--- src/rtl/pdm_pkg.sv ---
// pdm_pkg: shared definitions for the PDM microphone / PWM amplifier path.
//   - pdm_state_e  : sequencer states (IDLE, WAKE, RUN, DRAIN)
//   - *_DEF        : default divider, settle and window sizes
package pdm_pkg;

  // 100 MHz / (2*16) = 3.125 MHz mic bit clock
  localparam int DIV_HALF_DEF = 16;
  // sclk periods discarded while the mic powers up
  localparam int SETTLE_DEF   = 1024;
  // samples per ones-density window
  localparam int WINDOW_DEF   = 64;

  typedef enum logic [1:0] {
    ST_IDLE  = 2'd0,
    ST_WAKE  = 2'd1,
    ST_RUN   = 2'd2,
    ST_DRAIN = 2'd3
  } pdm_state_e;

endpackage

--- src/rtl/pdm_clkgen.sv ---
// pdm_clkgen: mic bit-clock generator.
// Ports:
//   clk, rst_n : system clock, async active-low reset
//   i_en       : advance the divider
//   i_clr      : hold divider and sclk at 0 (wins over i_en)
//   o_sclk     : registered 50% duty bit clock
//   o_rise     : high for the first clk cycle of every sclk high phase
//   o_strobe   : high on the last clk cycle before the sclk falling edge
module pdm_clkgen
  import pdm_pkg::*;
#(
  parameter int DIV_HALF = DIV_HALF_DEF
) (
  input  logic clk,
  input  logic rst_n,
  input  logic i_en,
  input  logic i_clr,
  output logic o_sclk,
  output logic o_rise,
  output logic o_strobe
);

  localparam int DW = (DIV_HALF > 1) ? $clog2(DIV_HALF) : 1;
  localparam logic [DW-1:0] DIV_LAST = DW'(DIV_HALF - 1);

  logic [DW-1:0] r_div;
  logic          r_sclk;
  logic          r_rise;
  logic          w_wrap;

  assign w_wrap = (r_div == DIV_LAST);

  // Divider, sclk toggle on wrap, and registered rising-edge marker
  always_ff @(posedge clk or negedge rst_n) begin
    if (!rst_n) begin
      r_div  <= '0;
      r_sclk <= 1'b0;
      r_rise <= 1'b0;
    end else if (i_clr) begin
      r_div  <= '0;
      r_sclk <= 1'b0;
      r_rise <= 1'b0;
    end else if (i_en) begin
      // sclk goes high on this edge exactly when we wrap from the low phase
      r_rise <= w_wrap & ~r_sclk;
      if (w_wrap) begin
        r_div  <= '0;
        r_sclk <= ~r_sclk;
      end else begin
        r_div  <= r_div + DW'(1);
      end
    end else begin
      r_rise <= 1'b0;
    end
  end

  assign o_sclk   = r_sclk;
  assign o_rise   = r_rise;
  assign o_strobe = r_sclk & w_wrap;

endmodule

--- src/rtl/pdm_mic_ctrl.sv ---
// pdm_mic_ctrl: PDM mic / PWM amp sequencer.
// Generates sclk, keeps the amp in shutdown during mic settling, then forwards
// sampled PDM bits to the amp and reports ones-density per window. Stop
// requests during capture drain at the next window boundary.
// Ports:
//   clk, rst_n       : 100 MHz system clock, async active-low reset
//   start, stop      : one-cycle requests (stop wins when both in IDLE)
//   lr_sel           : mic L/R select, latched on accepted start -> ncs
//   sdata            : PDM data from mic
//   sclk             : mic bit clock
//   ampSD, anout     : amplifier enable and PWM audio
//   busy             : any state but IDLE
//   pcm_valid        : one-cycle pulse per completed window
//   pcm_count        : ones counted in the last completed window
module pdm_mic_ctrl
  import pdm_pkg::*;
#(
  parameter int DIV_HALF = DIV_HALF_DEF,
  parameter int SETTLE   = SETTLE_DEF,
  parameter int WINDOW   = WINDOW_DEF
) (
  input  logic                         clk,
  input  logic                         rst_n,
  input  logic                         start,
  input  logic                         stop,
  input  logic                         lr_sel,
  input  logic                         sdata,
  output logic                         sclk,
  output logic                         ncs,
  output logic                         ampSD,
  output logic                         anout,
  output logic                         busy,
  output logic                         pcm_valid,
  output logic [$clog2(WINDOW+1)-1:0]  pcm_count
);

  localparam int CW = $clog2(WINDOW + 1);
  localparam int NW = $clog2(WINDOW);
  localparam int SW = $clog2(SETTLE + 1);
  localparam logic [NW-1:0] SMP_LAST    = NW'(WINDOW - 1);
  localparam logic [SW-1:0] SETTLE_LAST = SW'(SETTLE - 1);

  pdm_state_e    r_state;
  pdm_state_e    w_state_nxt;
  logic          w_start_acc;
  logic          w_active;
  logic          w_take;
  logic          w_rise;
  logic          w_strobe;
  logic          w_clk_clr;
  logic          w_clk_en;
  logic [CW-1:0] w_sum;

  logic          r_ncs;
  logic          r_amp;
  logic          r_anout;
  logic          r_busy;
  logic          r_pcm_valid;
  logic [CW-1:0] r_pcm_count;
  logic [CW-1:0] r_acc;
  logic [NW-1:0] r_scnt;
  logic [SW-1:0] r_settle;

  assign w_start_acc = (r_state == ST_IDLE) & start & ~stop;
  assign w_active    = (r_state == ST_RUN) | (r_state == ST_DRAIN);
  assign w_take      = w_active & w_strobe;
  assign w_sum       = r_acc + CW'(sdata);

  // Divider runs from the cycle start is accepted so the first sclk rise
  // lands DIV_HALF cycles later; it is cleared on the way into IDLE.
  assign w_clk_clr = (w_state_nxt == ST_IDLE);
  assign w_clk_en  = (r_state != ST_IDLE) | w_start_acc;

  pdm_clkgen #(
    .DIV_HALF (DIV_HALF)
  ) u_clkgen (
    .clk      (clk),
    .rst_n    (rst_n),
    .i_en     (w_clk_en),
    .i_clr    (w_clk_clr),
    .o_sclk   (sclk),
    .o_rise   (w_rise),
    .o_strobe (w_strobe)
  );

  // Next-state logic for the capture sequencer
  always_comb begin
    w_state_nxt = r_state;
    case (r_state)
      ST_IDLE: begin
        if (w_start_acc) w_state_nxt = ST_WAKE;
        else             w_state_nxt = ST_IDLE;
      end
      ST_WAKE: begin
        if (stop)                                   w_state_nxt = ST_IDLE;
        else if (w_rise && (r_settle == SETTLE_LAST)) w_state_nxt = ST_RUN;
        else                                        w_state_nxt = ST_WAKE;
      end
      ST_RUN: begin
        if (stop) w_state_nxt = ST_DRAIN;
        else      w_state_nxt = ST_RUN;
      end
      ST_DRAIN: begin
        // leave once the window in flight has published its count
        if (r_pcm_valid) w_state_nxt = ST_IDLE;
        else             w_state_nxt = ST_DRAIN;
      end
      default: w_state_nxt = ST_IDLE;
    endcase
  end

  // State register and registered status / amplifier outputs
  always_ff @(posedge clk or negedge rst_n) begin
    if (!rst_n) begin
      r_state <= ST_IDLE;
      r_busy  <= 1'b0;
      r_amp   <= 1'b0;
      r_anout <= 1'b0;
      r_ncs   <= 1'b0;
    end else begin
      r_state <= w_state_nxt;
      r_busy  <= (w_state_nxt != ST_IDLE);
      r_amp   <= (w_state_nxt == ST_RUN) | (w_state_nxt == ST_DRAIN);
      if (w_state_nxt == ST_IDLE) r_anout <= 1'b0;
      else if (w_take)            r_anout <= sdata;
      if (w_start_acc) r_ncs <= lr_sel;
    end
  end

  // Settle counter: sclk rising edges seen while in WAKE
  always_ff @(posedge clk or negedge rst_n) begin
    if (!rst_n) begin
      r_settle <= '0;
    end else if (r_state != ST_WAKE) begin
      r_settle <= '0;
    end else if (w_rise) begin
      r_settle <= r_settle + SW'(1);
    end
  end

  // Window accumulator, sample counter and density report
  always_ff @(posedge clk or negedge rst_n) begin
    if (!rst_n) begin
      r_acc       <= '0;
      r_scnt      <= '0;
      r_pcm_count <= '0;
      r_pcm_valid <= 1'b0;
    end else begin
      r_pcm_valid <= 1'b0;
      if (!w_active) begin
        r_acc  <= '0;
        r_scnt <= '0;
      end else if (w_take) begin
        if (r_scnt == SMP_LAST) begin
          r_pcm_count <= w_sum;
          r_pcm_valid <= 1'b1;
          r_acc       <= '0;
          r_scnt      <= '0;
        end else begin
          r_acc  <= w_sum;
          r_scnt <= r_scnt + NW'(1);
        end
      end
    end
  end

  assign ncs       = r_ncs;
  assign ampSD     = r_amp;
  assign anout     = r_anout;
  assign busy      = r_busy;
  assign pcm_valid = r_pcm_valid;
  assign pcm_count = r_pcm_count;

endmodule

--- config.mk ---
export PLATFORM = sky130hd
export DESIGN_NAME = pdm_mic_ctrl
export DESIGN_NICKNAME = d
export VERILOG_FILES = /design/src/rtl/pdm_pkg.sv /design/src/rtl/pdm_clkgen.sv /design/src/rtl/pdm_mic_ctrl.sv
export SDC_FILE = /design/constraint.sdc
export NUM_CORES = 1
export LEC_CHECK = 0
export ABC_AREA = 1
export BUFFER_PORTS_ARGS = -buffer_cell sky130_fd_sc_hd__buf_4
export CAP_MARGIN = 20
export CORE_AREA = 2 2 94 74
export CTS_CLUSTER_DIAMETER = 120
export CTS_CLUSTER_SIZE = 16
export DETAILED_ROUTE_END_ITERATION = 16
export DIE_AREA = 0 0 96 76
export SKIP_CTS_REPAIR_TIMING = 1
export SLEW_MARGIN = 20
export SYNTH_ARGS = -nofsm -noshare
export SYNTH_HDL_FRONTEND = slang
export SYNTH_HIERARCHICAL = 1
export SYNTH_SLANG_ARGS = --single-unit
--- constraint.sdc ---
create_clock -name clk -period 3.05 [get_ports clk]
set_clock_uncertainty 0.05 [all_clocks]
set_input_delay 0.305 -clock clk [delete_from_list [all_inputs] [get_ports clk]]
set_output_delay 0.305 -clock clk [all_outputs]
set_load 0.01 [all_outputs]
======== Word level (Yosys, flattened, before mapping) ========
Cells that the tools add are included.
cells by class
  add/subtract/negate cells ............... 4
  multipliers ............................. 0
  divide/modulo/power cells ............... 0
  order comparisons ....................... 0
  eq/ne operators ......................... 10
  shifts and indexed selects .............. 0
  multiplexer cells ....................... 27
  bitwise operators ....................... 10
  reduce and logical (&&, ||, !) cells .... 11
operators by type and width
  cell                                                                     number
  11-bit 2-to-1 mux                                                        2
  7-bit 2-to-1 mux                                                         3
  6-bit 2-to-1 mux                                                         3
  1-bit 2-to-1 mux                                                         12
  4-bit 2-to-1 mux                                                         3
  2-bit nonzero test                                                       6
  11-bit by 1-bit adder with 11-bit output, second input constant          1
  11-bit by 10-bit equality test with 1-bit output, second input constant  1
  2-bit equality test, second input constant                               4
  2-bit case mux with 4 select lines                                       1
  7-bit by 1-bit adder with 7-bit output                                   1
  6-bit by 1-bit adder with 6-bit output, second input constant            1
  6-bit equality test, second input constant                               1
  2-bit 2-to-1 mux                                                         3
  1-bit AND                                                                5
  4-bit by 1-bit adder with 4-bit output, second input constant            1
  4-bit equality test, second input constant                               1
  2-bit logical NOT                                                        2
  2-bit by 1-bit != test with 1-bit output, second input constant          2
  1-bit bitwise OR                                                         3
  3-bit AND reduction                                                      1
  2-bit by 1-bit equality test with 1-bit output, second input constant    1
  1-bit inverter                                                           2
  2-bit AND reduction                                                      1
  1-bit logical AND                                                        1
storage, ports and cells
  flip-flop bits (word level) ............. 44
  bits in latches ......................... 0
  memory bits (writable) .................. 0
  ROM bits ................................ 0
  output and inout port bits .............. 13
  word-level logic and storage cells ...... 75
  memories ................................ 0

======== Depth between registers and ports, before layout ========
  depth after elaboration ................. 8
  gate-level depth with buffers ........... 12
  gate-level depth less buffers ........... 12

======== Modules after synthesis ========
The synthesis kept the hierarchy.
by module, submodules not included
  module        times used  cells an instance  area each (µm²)  sequential area each (µm²)
  pdm_mic_ctrl  1           219                1871.8           950.9
  pdm_clkgen    1           33                 299.0            150.1

======== Worst setup path after synthesis ========
Ideal clock, no wire load.
  path type ............................... register to register
  from .................................... register u_clkgen.r_div[0]
  to ...................................... register r_pcm_count[3], in the netlist pcm_count[3]
  setup time .............................. 0.124 ns
  data arrival time ....................... 1.481 ns
  required time ........................... 2.876 ns
  path slack .............................. 1.396 ns
  cell stages (with the launch flop) ...... 10
  buffers on the path ..................... 1
  path through ............................ dfrtp_1 ha_1 nand3_2 nor2_1 nand2_1 inv_2 nand2_4 buf_6 nand2_1 o21ai_2
between the ends
  cells in the longest elaborated chain, start to end .. 4
RTL lines
  what                                  RTL line             RTL
  start, declared                       pdm_clkgen.sv:26     logic [DW-1:0] r_div;
  start signal, assigned                pdm_clkgen.sv:50     r_div <= r_div + DW'(1);
  4-bit equality test                   pdm_clkgen.sv:31     assign w_wrap = (r_div == DIV_LAST);
  1-bit AND                             pdm_clkgen.sv:59     assign o_strobe = r_sclk & w_wrap;
  via w_strobe                          pdm_mic_ctrl.sv:49   logic w_strobe;
  1-bit AND                             pdm_mic_ctrl.sv:66   assign w_take = w_active & w_strobe;
  3-bit AND reduction (no source line)  n/a
  end signal, assigned                  pdm_mic_ctrl.sv:155  r_pcm_count <= w_sum;
  end, declared                         pdm_mic_ctrl.sv:59   logic [CW-1:0] r_pcm_count;
The timed path passes the listed nets, and every way through them passes these cells.
A chain may end at the register's enable or synchronous reset.

======== Worst setup path after layout ========
  from .................................... register u_clkgen.r_div[1]
  to ...................................... register r_scnt[2]
between the ends
  cells in the longest elaborated chain, start to end .. 4
RTL lines
  what                                                       RTL line             RTL
  4-bit equality test                                        pdm_clkgen.sv:31
  1-bit AND                                                  pdm_clkgen.sv:59
  via w_strobe                                               pdm_mic_ctrl.sv:49
  1-bit AND                                                  pdm_mic_ctrl.sv:66
  2-bit by 1-bit != test with 1-bit output (no source line)  n/a
  end signal, assigned                                       pdm_mic_ctrl.sv:161  r_scnt <= r_scnt + NW'(1);
  end, declared                                              pdm_mic_ctrl.sv:61   logic [NW-1:0] r_scnt;
The timed path passes the listed nets, and every way through them passes these cells.

==> run_summary.xml <==
<?xml version="1.0" encoding="UTF-8"?>
<metrics>
  <group name="run_status">
    <metric name="outcome" unit="">complete, no violations</metric>
  </group>
  <group name="timing">
    <metric name="timing_max_transition_violations_final" unit="">0</metric>
    <metric name="timing.setup.tns" unit="ns">0</metric>
    <metric name="max_freq" unit="MHz">539</metric>
    <metric name="worstMarginPinSlew" unit="ns">0.555</metric>
    <metric name="finalSetupViolations" unit="">0</metric>
    <metric name="worst_slew_margin_rel" unit="%">63.0</metric>
    <metric name="period_needed" unit="ns">1.86</metric>
    <metric name="final_count_of_hold_timing_violations" unit="">0</metric>
    <metric name="grt_setup_unrepaired" unit="">false</metric>
    <metric name="timing.hold.ws" unit="ns">0.158</metric>
    <metric name="period_share" unit="%">60.9</metric>
  </group>
  <group name="synthesis">
    <metric name="synth_edf_count" unit="">0</metric>
    <metric name="yosys.cell_count.top_type" unit="">sky130_fd_sc_hd__nand2_1</metric>
    <metric name="postSynth.topFlopCell" unit="">sky130_fd_sc_hd__dfrtp_1</metric>
    <metric name="ys_top_cells_by_area" unit="">sky130_fd_sc_hd__dfrtp_1 51%, sky130_fd_sc_hd__nand2_1 11%, sky130_fd_sc_hd__inv_1 4.7%</metric>
    <metric name="netlist.top_cell.by_area" unit="">sky130_fd_sc_hd__dfrtp_1</metric>
    <metric name="synth_top_cells_by_count" unit="">62 x sky130_fd_sc_hd__nand2_1, 44 x sky130_fd_sc_hd__dfrtp_1, 27 x sky130_fd_sc_hd__inv_1</metric>
    <metric name="netlist_instances" unit="">252</metric>
    <metric name="syn-cell-area" unit="um^2">2170</metric>
    <metric name="synth_warnings" unit="">6</metric>
    <metric name="seq_area_frac_synth" unit="%">50.7</metric>
    <metric name="fraction_of_synthesized_cell_area_taken_by_the_top_area_cell_type" unit="%">50.7</metric>
    <metric name="share_of_synthesized_flip_flops_with_an_asynchronous_set_or_reset" unit="%">100</metric>
    <metric name="synthesis.area_per_instance" unit="um^2">8.61</metric>
    <metric name="synth-seq-cells" unit="">44</metric>
    <metric name="syn-num-nets" unit="">263</metric>
    <metric name="number_of_distinct_library_cells_after_synthesis" unit="">29</metric>
  </group>
  <group name="critical_path">
    <metric name="timing.rr.start" unit="">u_clkgen/r_div[1]$_DFFE_PN0P_</metric>
    <metric name="timing.rr.end" unit="">r_scnt[2]$_DFFE_PN0P_</metric>
    <metric name="reg2reg_depth" unit="">7</metric>
    <metric name="reg2reg_slack" unit="ns">1.19</metric>
    <metric name="worstSetupPathType" unit="">reg -&gt; reg</metric>
    <metric name="startpoint_type" unit="">flop</metric>
    <metric name="worst_setup_path_end_kind" unit="">flop</metric>
    <metric name="cp_max_fanout" unit="">9</metric>
    <metric name="required_worst_endpoint" unit="ns">3.20</metric>
    <metric name="cp.arrival" unit="ns">2.01</metric>
  </group>
  <group name="clock_network">
    <metric name="clock_tree.buffer_depth" unit="">2</metric>
    <metric name="cts.clk_slew.worst_paths" unit="ns">0.08</metric>
    <metric name="clock-sinks" unit="">44</metric>
    <metric name="numCtsBuffers" unit="">5</metric>
    <metric name="htree_num_levels" unit="">2</metric>
    <metric name="cts_root_buf" unit="">sky130_fd_sc_hd__clkbuf_8</metric>
    <metric name="clkLatencyLatePin" unit="ns">0.29</metric>
    <metric name="cts_tree" unit="">built</metric>
  </group>
  <group name="detailed_routing">
    <metric name="route.detailed.wl_per_inst" unit="um">11.2</metric>
    <metric name="detail_route.drc_violations" unit="">0</metric>
    <metric name="route.detailed.vias_per_inst" unit="">4.45</metric>
    <metric name="route.antenna.remaining_nets" unit="">0</metric>
    <metric name="wirelength" unit="um">4060</metric>
    <metric name="via_count" unit="">1607</metric>
    <metric name="drt_first_iter_violations" unit="">85</metric>
    <metric name="drt_first_pass_iters" unit="">4</metric>
  </group>
  <group name="grt">
    <metric name="largest_net_degree_at_the_start_of_global_routing" unit="">45</metric>
    <metric name="gr-total-overflow" unit="">0</metric>
    <metric name="grt_overall_usage" unit="%">12.3</metric>
    <metric name="grt_first_pass_wirelength" unit="um">7050</metric>
    <metric name="number_of_global_route_vias_before_repair" unit="">1525</metric>
    <metric name="grt_antenna_before_repair" unit="">0</metric>
  </group>
  <group name="floorplanning">
    <metric name="placement_rows" unit="">26</metric>
    <metric name="placeableCoreArea" unit="um^2">6470</metric>
    <metric name="die_width" unit="um">96</metric>
    <metric name="floorplan.initialDensity" unit="%">33.5</metric>
    <metric name="floorplan.die_area" unit="um^2">7300</metric>
    <metric name="die_height" unit="um">76</metric>
    <metric name="ioPinCount" unit="">19</metric>
  </group>
  <group name="finish">
    <metric name="count_of_nets_after_finishing" unit="">287</metric>
    <metric name="synthesis_to_layout_area_growth" unit="%">14.8</metric>
    <metric name="share_of_the_core_filled_with_cells" unit="%">38.5</metric>
    <metric name="antenna_cells" unit="">0</metric>
    <metric name="ratio_of_cells_with_drive_above_1_in_the_final_layout" unit="%">18.8</metric>
    <metric name="filler_cell_count" unit="">669</metric>
  </group>
  <group name="job">
    <metric name="drv.max_cap_violation_count" unit="">0</metric>
  </group>
  <group name="power">
    <metric name="comb_power_share" unit="%">4.6</metric>
    <metric name="clockPowerShare" unit="%">36.6</metric>
    <metric name="report.power.total" unit="uW">1020</metric>
    <metric name="cell_internal_pwr" unit="uW">792</metric>
    <metric name="pwr_density_cell" unit="nW/um^2">408</metric>
    <metric name="netSwitchingFraction" unit="%">22.0</metric>
    <metric name="leakagePower" unit="uW">0.00117</metric>
    <metric name="power.share.sequential" unit="%">58.8</metric>
    <metric name="total_switching_power" unit="uW">223</metric>
    <metric name="vdd_drop_max" unit="uV">173</metric>
  </group>
  <group name="hold_path">
    <metric name="hold_path.startpoint" unit="">lr_sel</metric>
    <metric name="whs_endpoint" unit="">ncs$_DFFE_PN0P_</metric>
    <metric name="hold-path-cell-count" unit="">3</metric>
    <metric name="worstHoldPathType" unit="">in -&gt; reg</metric>
  </group>
  <group name="place">
    <metric name="port-buffer-count" unit="">18</metric>
    <metric name="place.gp.congestion" unit="">0.765</metric>
    <metric name="dpl.hpwl" unit="um">2950</metric>
  </group>
</metrics>
## area by class of cell
class                   instances  area (um^2)  area share [%]
flip-flops and latches         44         1100            44.2
inverters                      34          130            5.22
clock buffers                   8         90.1            3.61
repair buffers                 19          145            5.82
well taps                      84          105            4.22
multi-input cells             172          921            36.9
## power groups by stage
| stage | Clock [uW] | Sequential, uW | Combinational [uW] |
|---|---|---|---|
| 3_5_place_dp | 0 | 609 | 46.9 |
| 6_report | 372 | 598 | 46.2 |
| 3_3_place_gp | 0 | 609 | 45.7 |
| 2_1_floorplan | 0 | 608 | 22.8 |
| 5_1_grt | 411 | 599 | 54.1 |
| 4_1_cts | 387 | 598 | 47.1 |
## worst max-delay path: stages, from the launching register on
cell,delay (ns)
sky130_fd_sc_hd__dfrtp_1,0.41
sky130_fd_sc_hd__ha_1,0.23
sky130_fd_sc_hd__nand3_2,0.11
sky130_fd_sc_hd__nor2_1,0.31
sky130_fd_sc_hd__nand2_1,0.17
sky130_fd_sc_hd__inv_2,0.12
sky130_fd_sc_hd__o21ai_2,0.14
sky130_fd_sc_hd__o21ai_0,0.22
## per-layer routing
| metal | GRT usage, % | vias up | part of all wire (%) |
|---|---|---|---|
| li1 | - | 850 | - |
| met1 | 18.8 | 723 | 53 |
| met2 | 16.1 | 26 | 40 |
| met3 | 3.46 | 8 | 4.8 |
| met4 | 5.00 | 0 | 1.6 |
| met5 | 0 | - | 0 |
## per-stage QoR
stage	instance area (um^2)	setup WS [ns]	cells
2_1_floorplan	2170	1.40	252
3_3_place_gp	2390	1.28	352
3_5_place_dp	2390	1.18	352
4_1_cts	2480	1.16	360
5_1_grt	2490	0.970	361
6_report	2490	1.19	361
## placed cells by master (no fill, tap or decap), types with 2 or more instances in the layout
master / n
sky130_fd_sc_hd__nor3_1: 2
sky130_fd_sc_hd__clkbuf_1: 2
sky130_fd_sc_hd__a21oi_1: 9
sky130_fd_sc_hd__o21ai_0: 9
sky130_fd_sc_hd__ha_1: 5
sky130_fd_sc_hd__o21a_1: 2
sky130_fd_sc_hd__inv_2: 6
sky130_fd_sc_hd__nor2_4: 6
sky130_fd_sc_hd__buf_4: 18
sky130_fd_sc_hd__nand3_2: 2
sky130_fd_sc_hd__o22ai_1: 4
sky130_fd_sc_hd__o21ai_2: 6
sky130_fd_sc_hd__inv_1: 27
sky130_fd_sc_hd__nand3_1: 16
sky130_fd_sc_hd__clkbuf_8: 6
sky130_fd_sc_hd__nand2_2: 4
sky130_fd_sc_hd__nor2_1: 26
sky130_fd_sc_hd__xnor2_1: 3
sky130_fd_sc_hd__nand2_1: 62
sky130_fd_sc_hd__nor2_2: 2
sky130_fd_sc_hd__dfrtp_1: 44
sky130_fd_sc_hd__xor2_1: 4
sky130_fd_sc_hd__o21ai_1: 4
## worst max path at each step
stage | end | start
after floorplan | pcm_count[3]$_DFFE_PN0P_ | u_clkgen/r_div[0]$_DFFE_PN0P_
after global placement | r_scnt[0]$_DFFE_PN0P_ | u_clkgen/r_div[0]$_DFFE_PN0P_
after detailed placement | r_scnt[2]$_DFFE_PN0P_ | u_clkgen/r_div[0]$_DFFE_PN0P_
after CTS | r_scnt[2]$_DFFE_PN0P_ | u_clkgen/r_div[1]$_DFFE_PN0P_
after global routing | r_scnt[2]$_DFFE_PN0P_ | u_clkgen/r_div[1]$_DFFE_PN0P_
final | r_scnt[2]$_DFFE_PN0P_ | u_clkgen/r_div[1]$_DFFE_PN0P_
## flip-flops by register name, indices dropped and copies added (netlist names)
register and cells:
r_acc 7, r_settle 11, u_clkgen/o_rise 1, u_clkgen/o_sclk 1, ncs 1, ampSD 1, u_clkgen/r_div 4, r_state 2
busy 1, pcm_valid 1, r_scnt 6, anout 1, pcm_count 7
## cells by family after synthesis
logic type	Yosys count	share of synthesized area, %
simple gates	124	26.6
flops	44	50.7
compound gates	36	10.1
buf+inv	36	6.86
xor+xnor	7	2.82
fa+ha+maj	5	2.88
(Power assumes the default switching activity.)
